--- config.mk ---
export PLATFORM = sky130hd
export DESIGN_NAME = control_unit
export DESIGN_NICKNAME = d
export VERILOG_FILES = /design/src/rtl/control_pkg.sv /design/src/rtl/instr_decode.sv /design/src/rtl/control_unit.sv
export SDC_FILE = /design/constraint.sdc
export NUM_CORES = 1
export LEC_CHECK = 0
export ABC_AREA = 1
export CORE_MARGIN = 2
export CORE_UTILIZATION = 34
export DETAILED_ROUTE_END_ITERATION = 6
export GPL_TIMING_DRIVEN = 0
export PLACE_DENSITY = 0.87
export SYNTH_ARGS = -nofsm -noshare
export SYNTH_HDL_FRONTEND = slang
export SYNTH_SLANG_ARGS = --single-unit
--- constraint.sdc ---
create_clock -name clk -period 1.96 [get_ports clk]
set_input_delay 0.196 -clock clk [delete_from_list [all_inputs] [get_ports clk]]
set_output_delay 0.196 -clock clk [all_outputs]
set_load 0.05 [all_outputs]
--- src/rtl/control_pkg.sv ---
// Shared encodings, state/opcode types and the idle control vector for the control_unit sequencer.
// SINGLE_STEP_EN adds the WAIT state used for single-stepping.
package control_pkg;

    localparam logic [3:0] OP_LDI = 4'h8;
    localparam logic [3:0] OP_LD  = 4'h9;
    localparam logic [3:0] OP_ST  = 4'hA;
    localparam logic [3:0] OP_BRA = 4'hB;
    localparam logic [3:0] OP_BZ  = 4'hC;
    localparam logic [3:0] OP_HLT = 4'hF;

    typedef enum logic [2:0] {
        ST_FETCH_L = 3'd0,
        ST_FETCH_H = 3'd1,
        ST_EXEC1   = 3'd2,
        ST_EXEC2   = 3'd3,
        ST_HALT    = 3'd4
`ifdef SINGLE_STEP_EN
        ,ST_WAIT   = 3'd5
`endif
    } state_t;

    typedef enum logic [2:0] {
        CLS_ALU   = 3'd0,
        CLS_LDI   = 3'd1,
        CLS_LD    = 3'd2,
        CLS_ST    = 3'd3,
        CLS_BRA   = 3'd4,
        CLS_BZ    = 3'd5,
        CLS_HLT   = 3'd6,
        CLS_UNDEF = 3'd7
    } op_class_t;

    localparam logic [1:0] REG_INC    = 2'b01;
    localparam logic [1:0] REG_LOAD   = 2'b10;
    localparam logic [1:0] IR_LOAD    = 2'b01;
    localparam logic [3:0] ALU_PASS_A = 4'b0000;

    localparam logic [1:0] MUX_ALU = 2'b00;
    localparam logic [1:0] MUX_MEM = 2'b01;
    localparam logic [1:0] MUX_IMM = 2'b10;

    localparam logic [1:0] ARF_PC = 2'b00;
    localparam logic [1:0] ARF_AR = 2'b01;

    localparam logic [3:0] REGSEL_NONE = 4'b0000;
    localparam logic [3:0] REGSEL_PC   = 4'b0001;
    localparam logic [3:0] REGSEL_AR   = 4'b0010;

    typedef struct packed {
        logic [1:0] outasel;
        logic [1:0] outbsel;
        logic [1:0] funsel_ir;
        logic       ir_enable;
        logic       ir_lh;
        logic [1:0] funsel_arf;
        logic [1:0] funsel_rf;
        logic [3:0] regsel_arf;
        logic [3:0] regsel_rf;
        logic [3:0] funsel_alu;
        logic [2:0] rf_o1sel;
        logic [2:0] rf_o2sel;
        logic [3:0] rf_tsel;
        logic [1:0] mux_sel_a;
        logic [1:0] mux_sel_b;
        logic       mux_sel_c;
        logic       cs_mem;
        logic       wr_mem;
    } ctrl_t;

    localparam ctrl_t CTRL_IDLE = '{
        outasel: ARF_PC, outbsel: ARF_PC, funsel_ir: 2'b00, ir_enable: 1'b0,
        ir_lh: 1'b0, funsel_arf: 2'b00, funsel_rf: 2'b00,
        regsel_arf: REGSEL_NONE, regsel_rf: REGSEL_NONE, funsel_alu: ALU_PASS_A,
        rf_o1sel: 3'b000, rf_o2sel: 3'b000, rf_tsel: 4'b0000,
        mux_sel_a: MUX_ALU, mux_sel_b: MUX_ALU, mux_sel_c: 1'b0,
        cs_mem: 1'b1, wr_mem: 1'b0
    };

    // R1 is the top bit of the RF enable field, R4 the bottom one.
    function automatic logic [3:0] rf_onehot(input logic [1:0] rx);
        return 4'b1000 >> rx;
    endfunction

endpackage

--- src/rtl/instr_decode.sv ---
// Combinational split of the IR into opcode class, register selects and exec-length flag.
import control_pkg::*;

module instr_decode #(
    parameter int DATA_W = 8
) (
    input  logic [2*DATA_W-1:0] ir_in,
    output op_class_t           op_class,
    output logic [3:0]          alu_fn,
    output logic [2:0]          rd_sel,
    output logic [2:0]          rs_sel,
    output logic [3:0]          rd_onehot,
    output logic                is_two_exec
);

    logic [3:0] opcode_s;
    logic [1:0] rd_s;
    logic [1:0] rs_s;
    logic       unused_imm_s;

    assign opcode_s     = ir_in[2*DATA_W-1 -: 4];
    assign rd_s         = ir_in[2*DATA_W-5 -: 2];
    assign rs_s         = ir_in[2*DATA_W-7 -: 2];
    assign unused_imm_s = ^ir_in[DATA_W-1:0];

    assign alu_fn      = {1'b0, opcode_s[2:0]};
    assign rd_sel      = {1'b1, rd_s};
    assign rs_sel      = {1'b1, rs_s};
    assign rd_onehot   = rf_onehot(rd_s);
    assign is_two_exec = (op_class == CLS_LD) || (op_class == CLS_ST);

    // Opcode to instruction class.
    always_comb begin
        op_class = CLS_UNDEF;
        case (opcode_s)
            4'h0, 4'h1, 4'h2, 4'h3,
            4'h4, 4'h5, 4'h6, 4'h7: op_class = CLS_ALU;
            OP_LDI:                 op_class = CLS_LDI;
            OP_LD:                  op_class = CLS_LD;
            OP_ST:                  op_class = CLS_ST;
            OP_BRA:                 op_class = CLS_BRA;
            OP_BZ:                  op_class = CLS_BZ;
            OP_HLT:                 op_class = CLS_HLT;
            default:                op_class = CLS_UNDEF;
        endcase
    end

endmodule

--- src/rtl/control_unit.sv ---
// Hardwired fetch/execute sequencer driving the system datapath controls.
// Optional macro SINGLE_STEP_EN adds the step input and a WAIT state between instructions.
import control_pkg::*;

module control_unit #(
    parameter int DATA_W       = 8,
    parameter bit NOP_ON_UNDEF = 1'b1
) (
    input  logic                clk,
    input  logic                rst_n,
`ifdef SINGLE_STEP_EN
    input  logic                step,
`endif
    input  logic [2*DATA_W-1:0] ir_in,
    input  logic [3:0]          flag,
    output logic [1:0]          outasel,
    output logic [1:0]          outbsel,
    output logic [1:0]          funsel_IR,
    output logic                IR_enable,
    output logic                IR_lh,
    output logic [1:0]          funsel_arf,
    output logic [1:0]          funsel_rf,
    output logic [3:0]          regsel_arf,
    output logic [3:0]          regsel_rf,
    output logic [3:0]          funsel_alu,
    output logic [2:0]          rf_o1sel,
    output logic [2:0]          rf_o2sel,
    output logic [3:0]          rf_tsel,
    output logic [1:0]          MUXSelA,
    output logic [1:0]          MUXSelB,
    output logic                MUXSelC,
    output logic                csMEM,
    output logic                wrMEM,
    output logic                halted,
    output logic                instr_done
);

`ifdef SINGLE_STEP_EN
    localparam state_t DONE_STATE = ST_WAIT;
`else
    localparam state_t DONE_STATE = ST_FETCH_L;
`endif

    state_t     state_r;
    op_class_t  op_class_s;
    logic [3:0] alu_fn_s;
    logic [2:0] rd_sel_s;
    logic [2:0] rs_sel_s;
    logic [3:0] rd_onehot_s;
    logic       is_two_exec_s;
    ctrl_t      ctrl_s;
    logic       done_s;
    logic       unused_flag_s;

    assign unused_flag_s = ^flag[2:0];

    instr_decode #(.DATA_W(DATA_W)) u_decode (
        .ir_in       (ir_in),
        .op_class    (op_class_s),
        .alu_fn      (alu_fn_s),
        .rd_sel      (rd_sel_s),
        .rs_sel      (rs_sel_s),
        .rd_onehot   (rd_onehot_s),
        .is_two_exec (is_two_exec_s)
    );

    // Sequencer state register.
    always_ff @(posedge clk or negedge rst_n) begin
        if (!rst_n) begin
            state_r <= ST_FETCH_L;
        end else begin
            case (state_r)
                ST_FETCH_L: state_r <= ST_FETCH_H;
                ST_FETCH_H: state_r <= ST_EXEC1;
                ST_EXEC1: begin
                    if (op_class_s == CLS_HLT) begin
                        state_r <= ST_HALT;
                    end else if ((op_class_s == CLS_UNDEF) && !NOP_ON_UNDEF) begin
                        state_r <= ST_HALT;
                    end else if (is_two_exec_s) begin
                        state_r <= ST_EXEC2;
                    end else begin
                        state_r <= DONE_STATE;
                    end
                end
                ST_EXEC2:   state_r <= DONE_STATE;
                ST_HALT:    state_r <= ST_HALT;
`ifdef SINGLE_STEP_EN
                ST_WAIT:    state_r <= step ? ST_FETCH_L : ST_WAIT;
`endif
                default:    state_r <= ST_FETCH_L;
            endcase
        end
    end

    // Control vector decode; reset overrides everything with the idle vector.
    always_comb begin
        ctrl_s = CTRL_IDLE;
        done_s = 1'b0;
        if (!rst_n) begin
            ctrl_s = CTRL_IDLE;
            done_s = 1'b0;
        end else begin
            case (state_r)
                ST_FETCH_L, ST_FETCH_H: begin
                    ctrl_s.outbsel    = ARF_PC;
                    ctrl_s.cs_mem     = 1'b0;
                    ctrl_s.ir_enable  = 1'b1;
                    ctrl_s.funsel_ir  = IR_LOAD;
                    ctrl_s.ir_lh      = (state_r == ST_FETCH_H);
                    ctrl_s.regsel_arf = REGSEL_PC;
                    ctrl_s.funsel_arf = REG_INC;
                end
                ST_EXEC1: begin
                    done_s = !is_two_exec_s;
                    case (op_class_s)
                        CLS_ALU: begin
                            ctrl_s.rf_o1sel   = rd_sel_s;
                            ctrl_s.rf_o2sel   = rs_sel_s;
                            ctrl_s.mux_sel_c  = 1'b1;
                            ctrl_s.funsel_alu = alu_fn_s;
                            ctrl_s.mux_sel_a  = MUX_ALU;
                            ctrl_s.regsel_rf  = rd_onehot_s;
                            ctrl_s.funsel_rf  = REG_LOAD;
                        end
                        CLS_LDI: begin
                            ctrl_s.mux_sel_a = MUX_IMM;
                            ctrl_s.regsel_rf = rd_onehot_s;
                            ctrl_s.funsel_rf = REG_LOAD;
                        end
                        CLS_LD, CLS_ST: begin
                            ctrl_s.mux_sel_b  = MUX_IMM;
                            ctrl_s.regsel_arf = REGSEL_AR;
                            ctrl_s.funsel_arf = REG_LOAD;
                        end
                        CLS_BRA: begin
                            ctrl_s.mux_sel_b  = MUX_IMM;
                            ctrl_s.regsel_arf = REGSEL_PC;
                            ctrl_s.funsel_arf = REG_LOAD;
                        end
                        CLS_BZ: begin
                            if (flag[3]) begin
                                ctrl_s.mux_sel_b  = MUX_IMM;
                                ctrl_s.regsel_arf = REGSEL_PC;
                                ctrl_s.funsel_arf = REG_LOAD;
                            end else begin
                                ctrl_s = CTRL_IDLE;
                            end
                        end
                        default: ctrl_s = CTRL_IDLE;
                    endcase
                end
                ST_EXEC2: begin
                    done_s         = 1'b1;
                    ctrl_s.outbsel = ARF_AR;
                    ctrl_s.cs_mem  = 1'b0;
                    if (op_class_s == CLS_ST) begin
                        ctrl_s.rf_o1sel   = rs_sel_s;
                        ctrl_s.mux_sel_c  = 1'b1;
                        ctrl_s.funsel_alu = ALU_PASS_A;
                        ctrl_s.wr_mem     = 1'b1;
                    end else begin
                        ctrl_s.mux_sel_a = MUX_MEM;
                        ctrl_s.regsel_rf = rd_onehot_s;
                        ctrl_s.funsel_rf = REG_LOAD;
                    end
                end
                default: begin
                    ctrl_s = CTRL_IDLE;
                    done_s = 1'b0;
                end
            endcase
        end
    end

    assign outasel    = ctrl_s.outasel;
    assign outbsel    = ctrl_s.outbsel;
    assign funsel_IR  = ctrl_s.funsel_ir;
    assign IR_enable  = ctrl_s.ir_enable;
    assign IR_lh      = ctrl_s.ir_lh;
    assign funsel_arf = ctrl_s.funsel_arf;
    assign funsel_rf  = ctrl_s.funsel_rf;
    assign regsel_arf = ctrl_s.regsel_arf;
    assign regsel_rf  = ctrl_s.regsel_rf;
    assign funsel_alu = ctrl_s.funsel_alu;
    assign rf_o1sel   = ctrl_s.rf_o1sel;
    assign rf_o2sel   = ctrl_s.rf_o2sel;
    assign rf_tsel    = ctrl_s.rf_tsel;
    assign MUXSelA    = ctrl_s.mux_sel_a;
    assign MUXSelB    = ctrl_s.mux_sel_b;
    assign MUXSelC    = ctrl_s.mux_sel_c;
    assign csMEM      = ctrl_s.cs_mem;
    assign wrMEM      = ctrl_s.wr_mem;
    assign halted     = rst_n && (state_r == ST_HALT);
    assign instr_done = done_s;

endmodule

==> run summary <==
Global Route Usage Sum: 17.0%
Max_cap viols: 0
CP max stage delay: 0.42 ns
Final hold violation count: 0
Power, Total: 990 µW
Clk root buf: clkbuf_4
Fin crit share: 100%
Post-detailed-route DRC marker count: 0
Synth Area in XOR/XNOR: 0%
Least-Margin Pin Slew: 0.520 ns
#FFs+latches synth: 3
Row count: 16
Avg Cell Area, Syn: 6.63 µm²
CP max FO: 5
EDFF count, synth: 0
Via-to-Cell Ratio: 4.69
Iteration-0 DRC Markers: 14
Worst Path Buf+Inv: 4
Sequential area share after synthesis: 10.3%
R2R Path Start: state_r[0]
Chip height: 50.3 µm
Top Registers: state_r (3)
Longest Clk Path Bufs: 2
Yosys cell types: 26
Post-synthesis adder-cell area fraction: 3.43%
Ant. Diodes: 0
Largest net degree at the start of global routing: 11
CP Launch Type: flip-flop
Fin crit period: 1.96 ns
Crit end category: output port
Setup slack, reg-to-reg: 0.78 ns
Final core area utilization: 59.4%
Antenna violations before repair: 0
Post-Route WL: 2210 µm
Clk sinks: 3
Share of cells above drive strength 1: 43.4%
Largest family of logic cells by synthesized area: simple AND/OR/NAND/NOR gates
WL per Instance: 11.4 µm
Status: complete, no violations
Fmax: 510 MHz
Synthesis Warnings: 0
Vias: 905
GPL Wtd Cong: 0.857
Unrepaired setup endpoints after global routing: yes
CP arrival: 1.76 ns
Yosys top cell area share: 18.5%
Cts bufs inserted: 3
Mux share of post-synthesis cell area: 0%
CTS tree: built
Worst VDD drop: 0.000638 V
Max-slew violations: 0
Final net count: 191
Required time worst endpoint: 1.76 ns
Post-route ant nets: 0
Crit path max-delay family: buffers and inverters
Dominant cell type by area after synthesis: buf_4
Skew-Pair Late Insertion Delay: 0.23 ns
Clk slew on worst S/H paths: 0.03 ns
Max-Slew Margin vs Limit: 65.5%
Pwr dens: 833 nW/µm²
Area growth syn-to-layout: 63.0%
Ys async rst share: 100%
Simple logic cell fraction of the synthesized area: 47.2%
Core area: 2000 µm²
Worst Skew: 0.00104 ns
Crit-path cells: inv_1, nand3_2, inv_1, nand2_1, a21oi_2, buf_4, buf_4
Post-DP HPWL: 1800 µm
Hold Path Class: input port to async pin
Synthesized cell area: 729 µm²
Final hold slack: 0.0193 ns
R2R cell count: 5
Worst Slack Setup Final: 0.000331 ns
Port bufs: 39
CTS H-tree lvls: 1
DR pass1 iterations: 4
Cells after Synth: 110
Vias in the first global route: 810
Crit path depth: 7
Max reg flops: 3
Synth Flop Type: dfrtp_1
Area fraction in compound gates after synthesis: 11.3%
Die width: 50.3 µm
Place WS: -0.917 ns
Starting Density: 36.4%
Leakage: 0.650 nW
Post-CTS Hold Buffers: 0
Top cells by area, synth: buf_4, dfrtp_1, inv_1
Crit-path slowest cell: dfrtp_1
Kind of critical path: flip-flop to output port
Fill count: 193
GRT overflow: 0
Final setup vio count: 0
First-pass GRT wire length: 3390 µm
Worst reg2reg endpoint: state_r[0]
Die area: 2530 µm²
Most flop-heavy register: state_r
# IOs: 65
## cells in the final DEF (no fill, tap or decap)
cell type	instances
o21ai_2	1
nand3_2	1
inv_1	15
dlygate4sd2_1	6
buf_2	5
nor2_2	1
nand3_1	9
clkdlybuf4s15_2	1
o31ai_1	1
nand3b_1	1
ha_1	2
o21ai_1	2
dlymetal6s2s_1	1
buf_6	3
clkdlybuf4s50_1	5
dfrtp_1	3
nand2_2	3
o21ai_0	1
nor4_2	1
nand4_1	6
clkbuf_4	3
clkbuf_2	5
o21bai_1	2
nor3_1	3
inv_2	2
nand3_4	3
clkbuf_1	1
a21oi_1	4
nor2_4	3
nand4_4	1
nand2_4	2
nor3_2	1
a21oi_2	4
nor2_1	11
conb_1	13
nand2_1	8
buf_4	32
## report_power, final
| part | leakage [nW] | internal [mW] | switching, mW |
|---|---|---|---|
| Combinational | 0.596 | 0.206 | 0.568 |
| Clock | 0.0150 | 0.0760 | 0.0278 |
| Sequential | 0.0386 | 0.0839 | 0.0293 |
## area by class of cell
cell class / instances / area (µm²) / area share (%)
multi-input combinational: 84 / 539 / 45.4
timing repair buffer: 40 / 315 / 26.5
buffer: 18 / 135 / 11.4
sequential: 3 / 75.1 / 6.32
inverter: 17 / 63.8 / 5.37
tap: 27 / 33.8 / 2.84
clock buffer: 4 / 26.3 / 2.21
## stage by stage
step	setup TNS, ns	instances	area, µm²
after CTS	0	192	1170
after global placement	-18.07	188	1210
after floorplan	-0.226	122	785
after detailed placement	-19.26	188	1210
final	0	193	1190
after global routing	-0.510	193	1190
## per-layer routing
metal / track usage (%) / share of wire [%]
met1: 17.6 / 36
met2: 32.0 / 55
met3: 2.98 / 7.7
met4: 9.01 / 1.8
met5: 0 / 0
## worst max-delay path by stage
stage	start	end	slack [ns]
2_1_floorplan	state_r[2]	rf_o1sel[2]	-0.13
3_3_place_gp	ir_in[12]	rf_o1sel[2]	-0.86
3_5_place_dp	ir_in[12]	rf_o1sel[2]	-0.92
4_1_cts	ir_in[14]	rf_o1sel[2]	0.001
5_1_grt	state_r[0]	rf_o1sel[2]	-0.10
6_report	state_r[0]	funsel_arf[1]	0.0003
## Yosys cell counts (3+ instances only)
master and count:
dfrtp_1 3, nor3_1 3, o21ai_0 3, nand3_4 3, nand4_1 6, buf_4 18, nand2_1 10, a21oi_1 8
nor2_4 3, nand3_1 9, inv_1 16, nor2_1 11
## cell families after synthesis
group                    after synthesis
buffers and inverters                 35
other                                  1
adder cells (fa/ha/maj)                2
AO/OA/AOI/OAI                         15
flip-flops                             3
AND/OR/NAND/NOR                       54
## worst reg2reg max path, delay by kind of cell, from the launching register on
kind,cells,cell delay (ns)
AOI/OAI and AO/OA,1,0.08
buffers and inverters,2,0.30
DFF,1,0.42
and+or+nand+nor,2,0.27
## repair_timing
| action | CTS | global route |
|---|---|---|
| pin swaps | 3 | 2 |
| endpoints found under the setup margin | 30 | 24 |
| buffers inserted | 0 | 1 |
| resized for setup | 133 | 35 |
(Power assumes the default switching activity.)
